--- config.mk ---
export PLATFORM = sky130hd
export DESIGN_NAME = infra_reset_sequencer
export DESIGN_NICKNAME = d
export VERILOG_FILES = /design/src/rtl/infra_reset_sequencer.sv
export SDC_FILE = /design/constraint.sdc
export NUM_CORES = 1
export LEC_CHECK = 0
export ABC_AREA = 1
export CAP_MARGIN = 25
export CORE_MARGIN = 1
export CORE_UTILIZATION = 55
export CTS_BUF_LIST = sky130_fd_sc_hd__clkbuf_4
export DETAILED_ROUTE_END_ITERATION = 7
export PLACE_DENSITY = 0.76
export SLEW_MARGIN = 20
export SYNTH_ARGS = -nofsm -noshare
export SYNTH_HDL_FRONTEND = slang
export SYNTH_SLANG_ARGS = --single-unit
--- constraint.sdc ---
create_clock -name sys_clk -period 2.9 [get_ports sys_clk]
set_input_delay 0.725 -clock sys_clk [delete_from_list [all_inputs] [get_ports sys_clk]]
set_output_delay 0.725 -clock sys_clk [all_outputs]
set_load 0.05 [all_outputs]
--- src/rtl/infra_reset_sequencer.sv ---
// Power-up reset sequencer: pulses MMCM reset, waits for a stable lock, pulses
// IDELAYCTRL reset, waits for RDY, then releases the downstream domain reset.
module infra_reset_sequencer #(
    parameter int RST_HOLD      = 16,
    parameter int LOCK_WAIT     = 65536,
    parameter int STABLE_CYCLES = 1024,
    parameter int IDLY_TIMEOUT  = 4096,
    parameter int MAX_RETRY     = 3,
    parameter int CNT_W         = 20
) (
    input  logic       sys_clk,
    input  logic       sys_rst_n,
    input  logic       mmcm_locked,
    input  logic       idelay_rdy,
    input  logic       soft_rst_req,
    output logic       mmcm_rst,
    output logic       idelay_rst,
    output logic       sys_rst,
    output logic       rst_done,
    output logic       fault,
    output logic [3:0] retry_count,
    output logic [2:0] state
);

    typedef enum logic [2:0] {
        S_MMCM_RST  = 3'd0,
        S_WAIT_LOCK = 3'd1,
        S_STABLE    = 3'd2,
        S_IDLY_RST  = 3'd3,
        S_WAIT_IDLY = 3'd4,
        S_RUN       = 3'd5,
        S_FAULT     = 3'd6
    } state_t;

    localparam logic [CNT_W-1:0] HOLD_LAST   = CNT_W'(RST_HOLD - 1);
    localparam logic [CNT_W-1:0] LOCK_LAST   = CNT_W'(LOCK_WAIT - 1);
    localparam logic [CNT_W-1:0] STABLE_LAST = CNT_W'(STABLE_CYCLES - 1);
    localparam logic [CNT_W-1:0] IDLY_LAST   = CNT_W'(IDLY_TIMEOUT - 1);
    localparam logic [3:0]       RETRY_LIM   = 4'(MAX_RETRY);

    state_t           cur_state;
    state_t           nxt_state;
    logic [CNT_W-1:0] cnt;
    logic [3:0]       retry_nxt;
    logic             cnt_clr;
    logic [1:0]       lock_sync;
    logic [1:0]       rdy_sync;
    logic             lock_s;
    logic             rdy_s;

    // Both status inputs come from other clocking contexts; only the
    // second flop of each chain is allowed to steer the FSM.
    always_ff @(posedge sys_clk or negedge sys_rst_n) begin
        if (!sys_rst_n) begin
            lock_sync <= 2'b00;
            rdy_sync  <= 2'b00;
        end else begin
            lock_sync <= {lock_sync[0], mmcm_locked};
            rdy_sync  <= {rdy_sync[0], idelay_rdy};
        end
    end

    assign lock_s = lock_sync[1];
    assign rdy_s  = rdy_sync[1];
    assign state  = cur_state;

    always_comb begin
        nxt_state = cur_state;
        retry_nxt = retry_count;
        if (soft_rst_req) begin
            nxt_state = S_MMCM_RST;
            retry_nxt = 4'd0;
        end else begin
            case (cur_state)
                S_MMCM_RST: begin
                    if (cnt == HOLD_LAST) nxt_state = S_WAIT_LOCK;
                end
                S_WAIT_LOCK: begin
                    if (lock_s) begin
                        nxt_state = S_STABLE;
                    end else if (cnt == LOCK_LAST) begin
                        retry_nxt = (retry_count == 4'd15) ? 4'd15 : retry_count + 4'd1;
                        nxt_state = (retry_nxt == RETRY_LIM) ? S_FAULT : S_MMCM_RST;
                    end
                end
                S_STABLE: begin
                    if (!lock_s)                 nxt_state = S_WAIT_LOCK;
                    else if (cnt == STABLE_LAST) nxt_state = S_IDLY_RST;
                end
                S_IDLY_RST: begin
                    if (!lock_s)               nxt_state = S_MMCM_RST;
                    else if (cnt == HOLD_LAST) nxt_state = S_WAIT_IDLY;
                end
                S_WAIT_IDLY: begin
                    // Lock loss wins over a coincident IDELAY timeout.
                    if (!lock_s)               nxt_state = S_MMCM_RST;
                    else if (rdy_s)            nxt_state = S_RUN;
                    else if (cnt == IDLY_LAST) nxt_state = S_FAULT;
                end
                S_RUN: begin
                    if (!lock_s) nxt_state = S_MMCM_RST;
                end
                S_FAULT: nxt_state = S_FAULT;
                default: nxt_state = S_MMCM_RST;
            endcase
        end
        cnt_clr = soft_rst_req || (nxt_state != cur_state);
    end

    // Outputs decode the next state so they change in the same edge as state.
    always_ff @(posedge sys_clk or negedge sys_rst_n) begin
        if (!sys_rst_n) begin
            cur_state   <= S_MMCM_RST;
            cnt         <= '0;
            retry_count <= 4'd0;
            mmcm_rst    <= 1'b1;
            idelay_rst  <= 1'b0;
            sys_rst     <= 1'b1;
            rst_done    <= 1'b0;
            fault       <= 1'b0;
        end else begin
            cur_state   <= nxt_state;
            retry_count <= retry_nxt;
            if (cnt_clr)         cnt <= '0;
            else if (cnt != '1)  cnt <= cnt + 1'b1;
            mmcm_rst    <= (nxt_state == S_MMCM_RST);
            idelay_rst  <= (nxt_state == S_IDLY_RST);
            sys_rst     <= (nxt_state != S_RUN);
            rst_done    <= (nxt_state == S_RUN);
            fault       <= (nxt_state == S_FAULT);
        end
    end

endmodule
==> out/qor.csv <==
stage,metric,value,unit
floorplanning,fp.dieW,63.0,um
synthesis,mappedNetlistArea,2050,um^2
power_and_ir_drop,seqPwrFrac,62.7,%
synthesis,synthMuxAreaShare,1.04,%
finish,area_growth,12.8,%
clock_network,cts_hold_buffers,0,
setup_path,cp_data_required_time,3180,ps
sta,hold_viol,0,
placement,dpl.cell_count,309,
finish,fin_cells,317,
synthesis,yosysUniqueCellTypes,33,
drt,vias,1657,
setup_path,max_stage_delay,400,ps
setup_path,ff2ff_path_depth,14,
clock_network,cts.path.max_buffers,2,
synthesis,synth_top_family_by_area,simple AND/OR/NAND/NOR gates,
synthesis,ys_warn_count,0,
power_and_ir_drop,clkPwrFrac,32.1,%
setup_path,cp_common_cell,nand2_1,
floorplanning,ios,17,
clock_network,clkSlewWorstSetupHoldPaths,120,ps
floorplanning,core-area,3440,um^2
global_route,grt_pass1_vias,1563,
setup_path,path_class,register to register,
setup_path,worstSetupEndpointType,register,
setup_path,critPathTopFamily,simple AND/OR/NAND/NOR gates,
sta,max_slew.worst_pin.slew,780,ps
finish,antenna-diode-count,0,
setup_path,critPathSlowestCell,dfrtp_1,
floorplanning,die_area,3970,um^2
synthesis,synth_xor_xnor_area_share,5.13,%
power_and_ir_drop,switchingPower,0.203,mW
sta,max_slew_margin,48.0,%
setup_path,worstPathArrival,2700,ps
setup_path,worst-path-buf-inv,2,
sta,layout_min_cycle_time,2420,ps
worst_hold_path,hp-start,lock_sync[0]$_DFF_PN0_,
drt,wirelength,3800,um
clock_network,clk_latency,350,ps
power_and_ir_drop,power_frac_comb,5.2,%
synthesis,synth_compound_area_share,5.75,%
synthesis,postSynthCellCount,249,
global_route,grt_pass1_wl,6930,um
setup_path,rr_endpoint,cnt[16]$_DFFE_PN0P_,
drt,firstDrtPassIters,4,
sta,finalMaxSlewViolations,0,
drt,drtAntennaViolNets,0,
setup_path,crit_fanout,11,
worst_hold_path,holdPathStages,0,
setup_path,r2r_start,cnt[0]$_DFFE_PN0P_,
setup_path,crit_path_start_kind,register,
outcome,status,finished clean,
power_and_ir_drop,total_power,0.819,mW
synthesis,yosysSeqAreaShare,44.1,%
finish,drive_gt1_share,17.3,%
drt,first_iter_violations,141,
drt,drcViolationCount,0,
floorplanning,num_rows,21,
drt,wire_per_inst,12.0,um
power_and_ir_drop,ir_worst_vdd,323,uV
sta,final.period_utilization,83.4,%
sta,final-setup-viol-count,0,
synthesis,syn_area_per_cell,8.22,um^2
power_and_ir_drop,p_per_area,355,nW/um^2
placement,gp_congestion,0.845,
setup_path,path_cells,ha_1 -> inv_1 -> nor2_2 -> nand3_1 -> nor3_2 -> nand3_1 -> nand2_1 -> nand2_1 -> nand2_1 -> nand2_1 -> a21oi_2 -> nand2_2 -> buf_12 -> nor2_2,
worst_hold_path,min_to,lock_sync[1]$_DFF_PN0_,
power_and_ir_drop,sw_frac_of_total,24.8,%
sta,fin_setup_tns,0,ps
floorplanning,dieHeight,63.0,um
clock_network,ctsHtreeMaxLevel,2,
sta,max_freq,0.414,GHz
setup_path,reg2reg_slack,480,ps
worst_hold_path,hold_class,register to register,
clock_network,post_cts_buffers,0,
clock_network,cts.sinks,36,
synthesis,synth_fp_nets,256,
sta,grt_setup_unrepaired,no,
clock_network,cts_root_buf,clkbuf_4,
floorplanning,initial_core_util,59.5,%
synthesis,synthSimpleGateAreaFrac,36.6,%
finish,nets,277,
synthesis,ys_ff_latch,36,
clock_network,cts_resized,0,
global_route,grt_max_degree,37,
clock_network,cts_tree,yes,
clock_network,cts-buffers-inserted,5,
placement,portBuffers,16,
synthesis,synth_adder_area_share,1.22,%
power_and_ir_drop,p_leak,0.993,nW
drt,vias_per_cell,5.23,
sta,fin_skew,13.2,ps
global_route,overflow,0,
global_route,grt_util_all_layers,22.4,%
global_route,antenna_found_initial,0,
power_and_ir_drop,internal-power,0.616,mW
finish,fill_cells,278,
flow_run,maxCapViolCount,0,
placement,hpwlAfterDp,2850,um
[power by group through the flow]
stage	clock, mW	combinational, mW	sequential [mW]
2_1_floorplan	0	0.0249	0.522
3_3_place_gp	0	0.0423	0.523
3_5_place_dp	0	0.0437	0.523
4_1_cts	0.274	0.0437	0.514
5_1_grt	0.296	0.0476	0.515
6_report	0.263	0.0425	0.514
[cell type report]
type | count | area, um^2 | share of cell area (%)
clock buffer | 5 | 37.5 | 1.63
clock inverter | 3 | 18.8 | 0.813
inverter | 26 | 97.6 | 4.23
multi-input combinational | 184 | 1020 | 44.1
sequential | 36 | 903 | 39.1
tap | 46 | 57.6 | 2.49
timing repair buffer | 17 | 175 | 7.59
[through the flow]
stage,hold slack [ps],utilization (%),cell area (um^2),setup WS [ps]
after global placement,335,65.4,2250,430
final,360,67.1,2310,482
after global routing,371,67.1,2310,270
after detailed placement,340,65.4,2250,355
after floorplan,331,-,2050,696
after CTS,366,67.1,2310,467
[per-layer routing]
layer  share of wire [%]  up-vias  routed length (um)  GRT usage, %
met5                   0        -                   0             0
li1                    -      857                   -             -
met2                  44       29                1660          33.5
met4                 1.6        0                  61          9.59
met1                  51      764                1950          31.6
met3                 3.5        7                 133          4.38
[worst max path at each step]
stage / from / end / slack [ps] / depth (start not counted)
2_1_floorplan: retry_count[0]$_DFFE_PN0P_ / cnt[3]$_DFFE_PN0P_ / 700 / 14
3_3_place_gp: soft_rst_req / cnt[3]$_DFFE_PN0P_ / 430 / 9
3_5_place_dp: soft_rst_req / cnt[17]$_DFFE_PN0P_ / 360 / 9
4_1_cts: cnt[0]$_DFFE_PN0P_ / cnt[17]$_DFFE_PN0P_ / 470 / 14
5_1_grt: cnt[0]$_DFFE_PN0P_ / cnt[5]$_DFFE_PN0P_ / 270 / 14
6_report: cnt[0]$_DFFE_PN0P_ / cnt[16]$_DFFE_PN0P_ / 480 / 14
[flip-flops by register name, indices dropped and copies added, names as in the netlist]
signal,count
cnt,20
fault,1
idelay_rst,1
lock_sync,2
mmcm_rst,1
rdy_sync,2
retry_count,4
rst_done,1
state,3
sys_rst,1
[synth_stat cells]
| cell type | n | area share [%] |
|---|---|---|
| o22ai_1 | 1 | 0.31 |
| mux2i_1 | 1 | 0.49 |
| nand2_1 | 42 | 7.7 |
| xnor2_1 | 4 | 1.7 |
| clkinv_1 | 1 | 0.18 |
| nor2_4 | 4 | 2.2 |
| inv_1 | 25 | 4.6 |
| dfstp_2 | 2 | 2.6 |
| xor2_1 | 8 | 3.4 |
| nand2_2 | 5 | 1.5 |
| nor3_1 | 8 | 2.0 |
| a31oi_1 | 1 | 0.31 |
| dfrtp_1 | 34 | 42 |
| o211a_1 | 1 | 0.49 |
| o21ai_0 | 8 | 2.0 |
| nor4_1 | 1 | 0.31 |
| nand4_1 | 9 | 2.8 |
| nor2_2 | 21 | 6.4 |
| buf_2 | 1 | 0.24 |
| buf_6 | 2 | 1.1 |
| a21oi_1 | 3 | 0.73 |
| a21oi_2 | 1 | 0.43 |
| o31ai_1 | 2 | 0.73 |
| o2111ai_1 | 1 | 0.43 |
| nand3b_1 | 2 | 0.73 |
| nand3_1 | 24 | 5.9 |
| ha_1 | 2 | 1.2 |
| o21bai_1 | 1 | 0.37 |
| nor3b_1 | 1 | 0.37 |
| nor3_2 | 1 | 0.49 |
| mux2_2 | 1 | 0.55 |
| nand3_2 | 2 | 0.98 |
| nor2_1 | 29 | 5.3 |
[cell families (layout without fill, tap and decap cells)]
| family | Yosys count | in the layout |
|---|---|---|
| AND/OR/NAND/NOR | 149 | 149 |
| flip-flops | 36 | 36 |
| buffers and inverters | 29 | 51 |
| AO/OA/AOI/OAI | 19 | 19 |
| XOR/XNOR | 12 | 12 |
| adder cells (fa/ha/maj) | 2 | 2 |
| multiplexers | 2 | 2 |
[cells in the final DEF (no fill, tap or decap), types with 2 or more instances in the layout]
cell and count:
dfstp_2 2, nand3_1 24, clkdlybuf4s50_1 15, clkinv_2 2
nor2_2 21, clkbuf_4 5, nand4_1 9, o21ai_0 8
nor2_4 4, nand3b_1 2, xor2_1 8, a21oi_1 3
inv_1 25, nor2_1 29, xnor2_1 4, o31ai_1 2
ha_1 2, nand2_2 5, nor3_1 8, nand2_1 42
dfrtp_1 34, nand3_2 2
No activity file was read; power rests on OpenSTA's default activity.
